===== src/rtl/ring_nic_pkg.sv =====
// Shared constants and types for the ring NIC: register map, packet layout, channel states.
package ring_nic_pkg;

    localparam int unsigned DATA_WIDTH = 64;
    localparam int unsigned ADDR_WIDTH = 2;

    localparam logic [ADDR_WIDTH-1:0] ADDR_IN_BUF   = 2'b00;
    localparam logic [ADDR_WIDTH-1:0] ADDR_IN_STAT  = 2'b01;
    localparam logic [ADDR_WIDTH-1:0] ADDR_OUT_BUF  = 2'b10;
    localparam logic [ADDR_WIDTH-1:0] ADDR_OUT_STAT = 2'b11;

    // Packet field positions, bit 0 is the MSB
    localparam int unsigned PKT_VC_BIT      = 0;
    localparam int unsigned PKT_DIR_MSB     = 1;
    localparam int unsigned PKT_DIR_LSB     = 2;
    localparam int unsigned PKT_HOP_MSB     = 8;
    localparam int unsigned PKT_HOP_LSB     = 15;
    localparam int unsigned PKT_SRC_MSB     = 16;
    localparam int unsigned PKT_SRC_LSB     = 31;
    localparam int unsigned PKT_PAYLOAD_MSB = 32;
    localparam int unsigned PKT_PAYLOAD_LSB = 63;

    typedef struct packed {
        logic        vc;
        logic [1:0]  dir;
        logic [4:0]  rsvd;
        logic [7:0]  hopCount;
        logic [15:0] src;
        logic [31:0] payload;
    } packet_t;

    typedef enum logic {
        CH_EMPTY = 1'b0,
        CH_FULL  = 1'b1
    } chanState_e;

endpackage


===== src/rtl/ring_nic_if.sv =====
// CPU NIC register bus plus router local-port handshake seen by the ring NIC.
interface ring_nic_if #(
    parameter int unsigned DATA_WIDTH = ring_nic_pkg::DATA_WIDTH
);
    logic [0:1]            cpuAddr;
    logic                  cpuEn;
    logic                  cpuWrEn;
    logic [0:DATA_WIDTH-1] cpuDataIn;
    logic [0:DATA_WIDTH-1] cpuDataOut;

    logic                  net_si;
    logic                  net_ri;
    logic [0:DATA_WIDTH-1] net_di;
    logic                  net_so;
    logic                  net_ro;
    logic [0:DATA_WIDTH-1] net_do;
    logic                  net_polarity;

    modport master (
        output cpuAddr, cpuEn, cpuWrEn, cpuDataIn, net_si, net_di, net_ro, net_polarity,
        input  cpuDataOut, net_ri, net_so, net_do
    );

    modport slave (
        input  cpuAddr, cpuEn, cpuWrEn, cpuDataIn, net_si, net_di, net_ro, net_polarity,
        output cpuDataOut, net_ri, net_so, net_do
    );
endinterface


===== src/rtl/nic_channel_buf.sv =====
// One-entry packet buffer with a full flag; load only lands when empty, clear empties it.
module nic_channel_buf #(
    parameter int unsigned DATA_WIDTH = ring_nic_pkg::DATA_WIDTH
) (
    input  logic                  clk,
    input  logic                  reset,
    input  logic                  load,
    input  logic                  clear,
    input  logic [0:DATA_WIDTH-1] dataIn,
    output logic [0:DATA_WIDTH-1] data,
    output logic                  full
);
    import ring_nic_pkg::*;

    chanState_e state;

    // Data is kept after clear so a stale read still returns the last packet
    always_ff @(posedge clk or negedge reset) begin
        if (!reset) begin
            state <= CH_EMPTY;
            data  <= '0;
        end else begin
            case (state)
                CH_EMPTY: begin
                    if (load) begin
                        data  <= dataIn;
                        state <= CH_FULL;
                    end
                end
                CH_FULL: begin
                    if (clear) begin
                        state <= CH_EMPTY;
                    end
                end
                default: state <= CH_EMPTY;
            endcase
        end
    end

    assign full = (state == CH_FULL);

endmodule


===== src/rtl/ring_nic.sv =====
// Ring NIC: cpu-visible input/output buffers and status bridging to a router local port.
module ring_nic #(
    parameter int unsigned DATA_WIDTH = ring_nic_pkg::DATA_WIDTH,
    parameter int unsigned VC_BIT     = ring_nic_pkg::PKT_VC_BIT
) (
    input  logic      clk,
    input  logic      reset,
    ring_nic_if.slave bus
);
    import ring_nic_pkg::*;

    logic [0:DATA_WIDTH-1] inBuf;
    logic [0:DATA_WIDTH-1] outBuf;
    logic [0:DATA_WIDTH-1] cpuDataOutQ;
    logic                  inFull;
    logic                  outFull;
    logic                  cpuRead;
    logic                  cpuWrite;
    logic                  netSo;

    assign cpuRead  = bus.cpuEn & ~bus.cpuWrEn;
    assign cpuWrite = bus.cpuEn &  bus.cpuWrEn;

    // Injection only on a cycle whose polarity matches the packet's virtual channel
    assign netSo = outFull & bus.net_ro & (bus.net_polarity == outBuf[VC_BIT]);

    nic_channel_buf #(.DATA_WIDTH(DATA_WIDTH)) inChan (
        .clk    (clk),
        .reset  (reset),
        .load   (bus.net_si),
        .clear  (cpuRead & (bus.cpuAddr == ADDR_IN_BUF)),
        .dataIn (bus.net_di),
        .data   (inBuf),
        .full   (inFull)
    );

    nic_channel_buf #(.DATA_WIDTH(DATA_WIDTH)) outChan (
        .clk    (clk),
        .reset  (reset),
        .load   (cpuWrite & (bus.cpuAddr == ADDR_OUT_BUF)),
        .clear  (netSo),
        .dataIn (bus.cpuDataIn),
        .data   (outBuf),
        .full   (outFull)
    );

    // Read data mux, one cycle of latency, holds between reads
    always_ff @(posedge clk or negedge reset) begin
        if (!reset) begin
            cpuDataOutQ <= '0;
        end else if (cpuRead) begin
            case (bus.cpuAddr)
                ADDR_IN_BUF:   cpuDataOutQ <= inBuf;
                ADDR_IN_STAT:  cpuDataOutQ <= {(DATA_WIDTH-1)'(0), inFull};
                ADDR_OUT_BUF:  cpuDataOutQ <= outBuf;
                ADDR_OUT_STAT: cpuDataOutQ <= {(DATA_WIDTH-1)'(0), outFull};
                default:       cpuDataOutQ <= '0;
            endcase
        end
    end

    assign bus.cpuDataOut = cpuDataOutQ;
    assign bus.net_ri     = ~inFull;
    assign bus.net_so     = netSo;
    assign bus.net_do     = outBuf;

endmodule


===== src/flat_wrapper.sv =====
// flat-port wrapper written by rule: the top's interface ports become plain ports
module ring_nic_flat import ring_nic_pkg::*;
#(
    parameter int unsigned DATA_WIDTH = ring_nic_pkg::DATA_WIDTH,
    parameter int unsigned VC_BIT     = ring_nic_pkg::PKT_VC_BIT
)
  (clk, reset, bus_cpuAddr, bus_cpuEn, bus_cpuWrEn, bus_cpuDataIn, bus_net_si, bus_net_di, bus_net_ro, bus_net_polarity, bus_cpuDataOut, bus_net_ri, bus_net_so, bus_net_do);
  ring_nic_if #(.DATA_WIDTH(DATA_WIDTH)) bus_i ();
  input  logic clk;
  input  logic reset;
  input wire logic [$bits(bus_i.cpuAddr)-1:0] bus_cpuAddr;
  input wire logic [$bits(bus_i.cpuEn)-1:0] bus_cpuEn;
  input wire logic [$bits(bus_i.cpuWrEn)-1:0] bus_cpuWrEn;
  input wire logic [$bits(bus_i.cpuDataIn)-1:0] bus_cpuDataIn;
  input wire logic [$bits(bus_i.net_si)-1:0] bus_net_si;
  input wire logic [$bits(bus_i.net_di)-1:0] bus_net_di;
  input wire logic [$bits(bus_i.net_ro)-1:0] bus_net_ro;
  input wire logic [$bits(bus_i.net_polarity)-1:0] bus_net_polarity;
  output wire logic [$bits(bus_i.cpuDataOut)-1:0] bus_cpuDataOut;
  output wire logic [$bits(bus_i.net_ri)-1:0] bus_net_ri;
  output wire logic [$bits(bus_i.net_so)-1:0] bus_net_so;
  output wire logic [$bits(bus_i.net_do)-1:0] bus_net_do;
  assign bus_i.cpuAddr = bus_cpuAddr;
  assign bus_i.cpuEn = bus_cpuEn;
  assign bus_i.cpuWrEn = bus_cpuWrEn;
  assign bus_i.cpuDataIn = bus_cpuDataIn;
  assign bus_i.net_si = bus_net_si;
  assign bus_i.net_di = bus_net_di;
  assign bus_i.net_ro = bus_net_ro;
  assign bus_i.net_polarity = bus_net_polarity;
  assign bus_cpuDataOut = bus_i.cpuDataOut;
  assign bus_net_ri = bus_i.net_ri;
  assign bus_net_so = bus_i.net_so;
  assign bus_net_do = bus_i.net_do;
  ring_nic #(.DATA_WIDTH(DATA_WIDTH), .VC_BIT(VC_BIT)) u_core (.clk(clk), .reset(reset), .bus(bus_i));
endmodule

===== config.mk =====
export PLATFORM = sky130hd
export DESIGN_NAME = ring_nic_flat
export DESIGN_NICKNAME = d
export VERILOG_FILES = /design/src/rtl/ring_nic_pkg.sv /design/src/rtl/ring_nic_if.sv /design/src/rtl/nic_channel_buf.sv /design/src/rtl/ring_nic.sv /design/src/flat_wrapper.sv
export SDC_FILE = /design/constraint.sdc
export NUM_CORES = 1
export LEC_CHECK = 0
export BUFFER_PORTS_ARGS = -buffer_cell sky130_fd_sc_hd__clkbuf_2
export CAP_MARGIN = 15
export CORE_MARGIN = 3
export CORE_UTILIZATION = 45
export DETAILED_ROUTE_END_ITERATION = 12
export PLACE_DENSITY = 0.73
export SYNTH_ARGS = -nofsm -noshare
export SYNTH_HDL_FRONTEND = slang
export SYNTH_SLANG_ARGS = --single-unit

===== constraint.sdc =====
create_clock -name clk -period 1.5 [get_ports clk]
set_input_delay 0.3 -clock clk [delete_from_list [all_inputs] [get_ports clk]]
set_output_delay 0.3 -clock clk [all_outputs]
set_load 0.01 [all_outputs]

==> key figures <==
Outcome
  • Status: finished with violations
  • Failing checks: negative setup slack

STA
  • Fmax: 0.624 GHz
  • Fin crit share: 107%
  • Final period demand of the worst path: 1.60 ns
  • Worst Tran Pin Value: 0.401 ns
  • Final setup margin: -0.102 ns
  • Final hold vios: 0
  • Setup_tns: -0.126 ns
  • RSZ-0062 raised after global routing: yes
  • Fin. max-slew vios: 0
  • Max_slew headroom: 73.3%
  • Layout Skew: 0.00955 ns
  • Final setup vio count: 2

Die
  • Height of the die: 139 um
  • Ports: 267
  • Core Area: 17300 um2
  • Die area: 19300 um2
  • Die X: 139 um
  • Site Rows: 48
  • Starting Density: 46.0%

Global route
  • Vias in the first global route: 5820
  • Antenna violations before repair: 0
  • Largest net degree at the start of global routing: 66
  • Grt total ovfl: 0
  • First-pass GRT wire length: 31.5 mm
  • Total GRT Usage: 20.3%

Layout
  • Antenna Cells: 0
  • Core Util, Final: 60.7%
  • Area grow syn2layout: 31.9%
  • Nets: 981
  • Fin cells: 1082
  • Fill cells: 1375
  • Share of layout cells above drive strength 1: 54.3%

Critical path
  • Crit-path max FO: 2
  • Critical path endpoint category: output port
  • Startpoint type of the worst setup path: register
  • Slowest cell on the critical path: dfrtp_1
  • Worst Path Arrival: 1.30 ns
  • R2R setup slack: 0.06 ns
  • Data required, critical path: 1.20 ns
  • Worst path max stage delay: 0.41 ns
  • CP cell instances: xnor2_2 -> and3_4 -> buf_6
  • Setup CP Type: reg2out

Clock network
  • Clk Latency, worst-skew pair: 0.43 ns
  • Deepest clock path buffer count: 2
  • Clk sinks: 194
  • CTS tree: built
  • TritonCTS Buffers: 17
  • Clock root buffer: clkbuf_16
  • H-tree Lvls: 4
  • Clock transition at the registers of the reported paths: 0.08 ns

Drt
  • DRC viols: 0
  • Initial DRC Count: 223
  • Detailed Routing Iterations Pass 1: 4
  • DRT antenna net count: 0
  • Vias per cell: 5.06
  • DR WL/cell: 18.3 um
  • Final Routed Wirelength: 19.8 mm
  • Vias: 5476

Power and ir drop
  • Worst IR Drop VDD: 0.939 mV
  • Leak: 5.45 nW
  • Pwr Density: 1900 nW/um2

Yosys
  • Netlist Area Pre-Place: 7960 um2
  • YS warnings: 0
  • Ys flop type: dfrtp_1
  • Post-Synthesis Cells: 560
  • Syn avg cell area: 14.2 um2
  • Post-synth EDFFs: 0
  • Cell variety after synth: 22
  • Flops & latches, synth: 194
  • Register area share after synthesis: 61.0%
  • Syn_nets: 697
  • Asr flop ratio synth: 100%

Placement
  • Placed cells: 1040
  • Final HPWL DP: 13.5 mm
  • Port bufs: 266
  • Gpl congestion: 0.782

Flow run
  • Max-cap violations: 0

Worst hold path
  • Hold Path Class: in2reg
Yosys cell counts (all sizes together), types with 2 or more instances:
library cell	n	area, um2
inv	2	7.51
o21ai	64	320
nand2	63	236
clkbuf	11	41.3
dfrtp	194	4850
buf	24	156
mux2i	63	631
mux2	129	1640
what timing repair did:
action,in CTS,in global routing
cloned,0,4
endpoints found under the hold margin,34,0
buffers inserted,2,3
resized for setup,0,7
hold buffers,1,0
pin swaps,2,1
setup endpoints to repair,1,26
through the flow:
stage	power [mW]	worst slack (ns)	instance area [um2]	hold WS, ns
final	19.9	-0.102	10500	0.0971
after global routing	21.1	-0.161	10500	0.0823
after CTS	20.0	-0.190	10400	0.0776
after detailed placement	15.2	0.0287	9740	0.276
after global placement	15.0	0.0628	9740	0.273
after floorplan	12.5	0.139	7960	0.00441
worst max-delay path: cells and delay by family (launching register included):
family | cells | cell delay [ns]
DFF | 1 | 0.41
and+or+nand+nor | 1 | 0.22
buffers and inverters | 1 | 0.10
xor gates and xnor gates | 1 | 0.15
report_power, final:
part	total (mW)	internal, mW	leakage [nW]	switching, mW
sequential	8.97	7.43	2.39	1.54
combinational	6.21	3.59	2.76	2.62
clock	4.74	2.65	0.289	2.08
registers in the layout, summed over array words and instances, names as in the netlist:
register               flops
u_core.bus.cpuDataOut     64
u_core.inChan.data        64
u_core.outChan.full        1
u_core.inChan.full         1
u_core.outChan.data       64
cell families after synthesis:
kind of cell / count (synthesis) / synth area share [%]
and+or+nand+nor: 70 / 3.47
xor gates and xnor gates: 1 / 0.110
buffers and inverters: 37 / 2.58
AOI/OAI and AO/OA: 65 / 4.12
muxes: 193 / 28.8
DFF: 194 / 61.0
metal layers:
layer	GRT usage [%]	part of all wire, %	up-vias
met2	33.9	49	196
met5	0	0	-
li1	-	-	2527
met4	5.72	1.4	0
met1	25.8	42	2733
met3	6.28	7.0	20
worst paths after layout:
kind,from,end,cells after the start
setup / recovery,u_core.outChan.data[0],bus_net_so,3
hold / removal,bus_cpuDataIn[52],u_core.outChan.data[11],2
setup reg to reg,u_core.outChan.full,u_core.outChan.data[38],6
hold reg to reg,u_core.bus.cpuDataOut[11],u_core.bus.cpuDataOut[11],2
max in group asynchronous,reset,u_core.bus.cpuDataOut[63],3
min in group asynchronous,reset,u_core.outChan.data[16],2
layout make-up:
type	count	area (um2)	area share, %
Sequential cell	194	4850	46.2
Inverter	2	7.51	0.0715
Tap cell	225	282	2.68
Multi-Input combinational cell	329	2930	27.9
Clock buffer	18	429	4.09
Clock inverter	14	178	1.69
Timing Repair Buffer	300	1820	17.4
cells in the final DEF (no fill, tap or decap), drive strengths merged, types with 3 or more instances in the layout:
master,synthesis,final
clkbuf,11,285
dfrtp,194,194
mux2,129,129
o21ai,64,64
mux2i,63,63
nand2,63,63
buf,24,32
inv,2,6
clkinv,0,4
bufinv,0,3
clkinvlp,0,3
(Power assumes the default switching activity.)
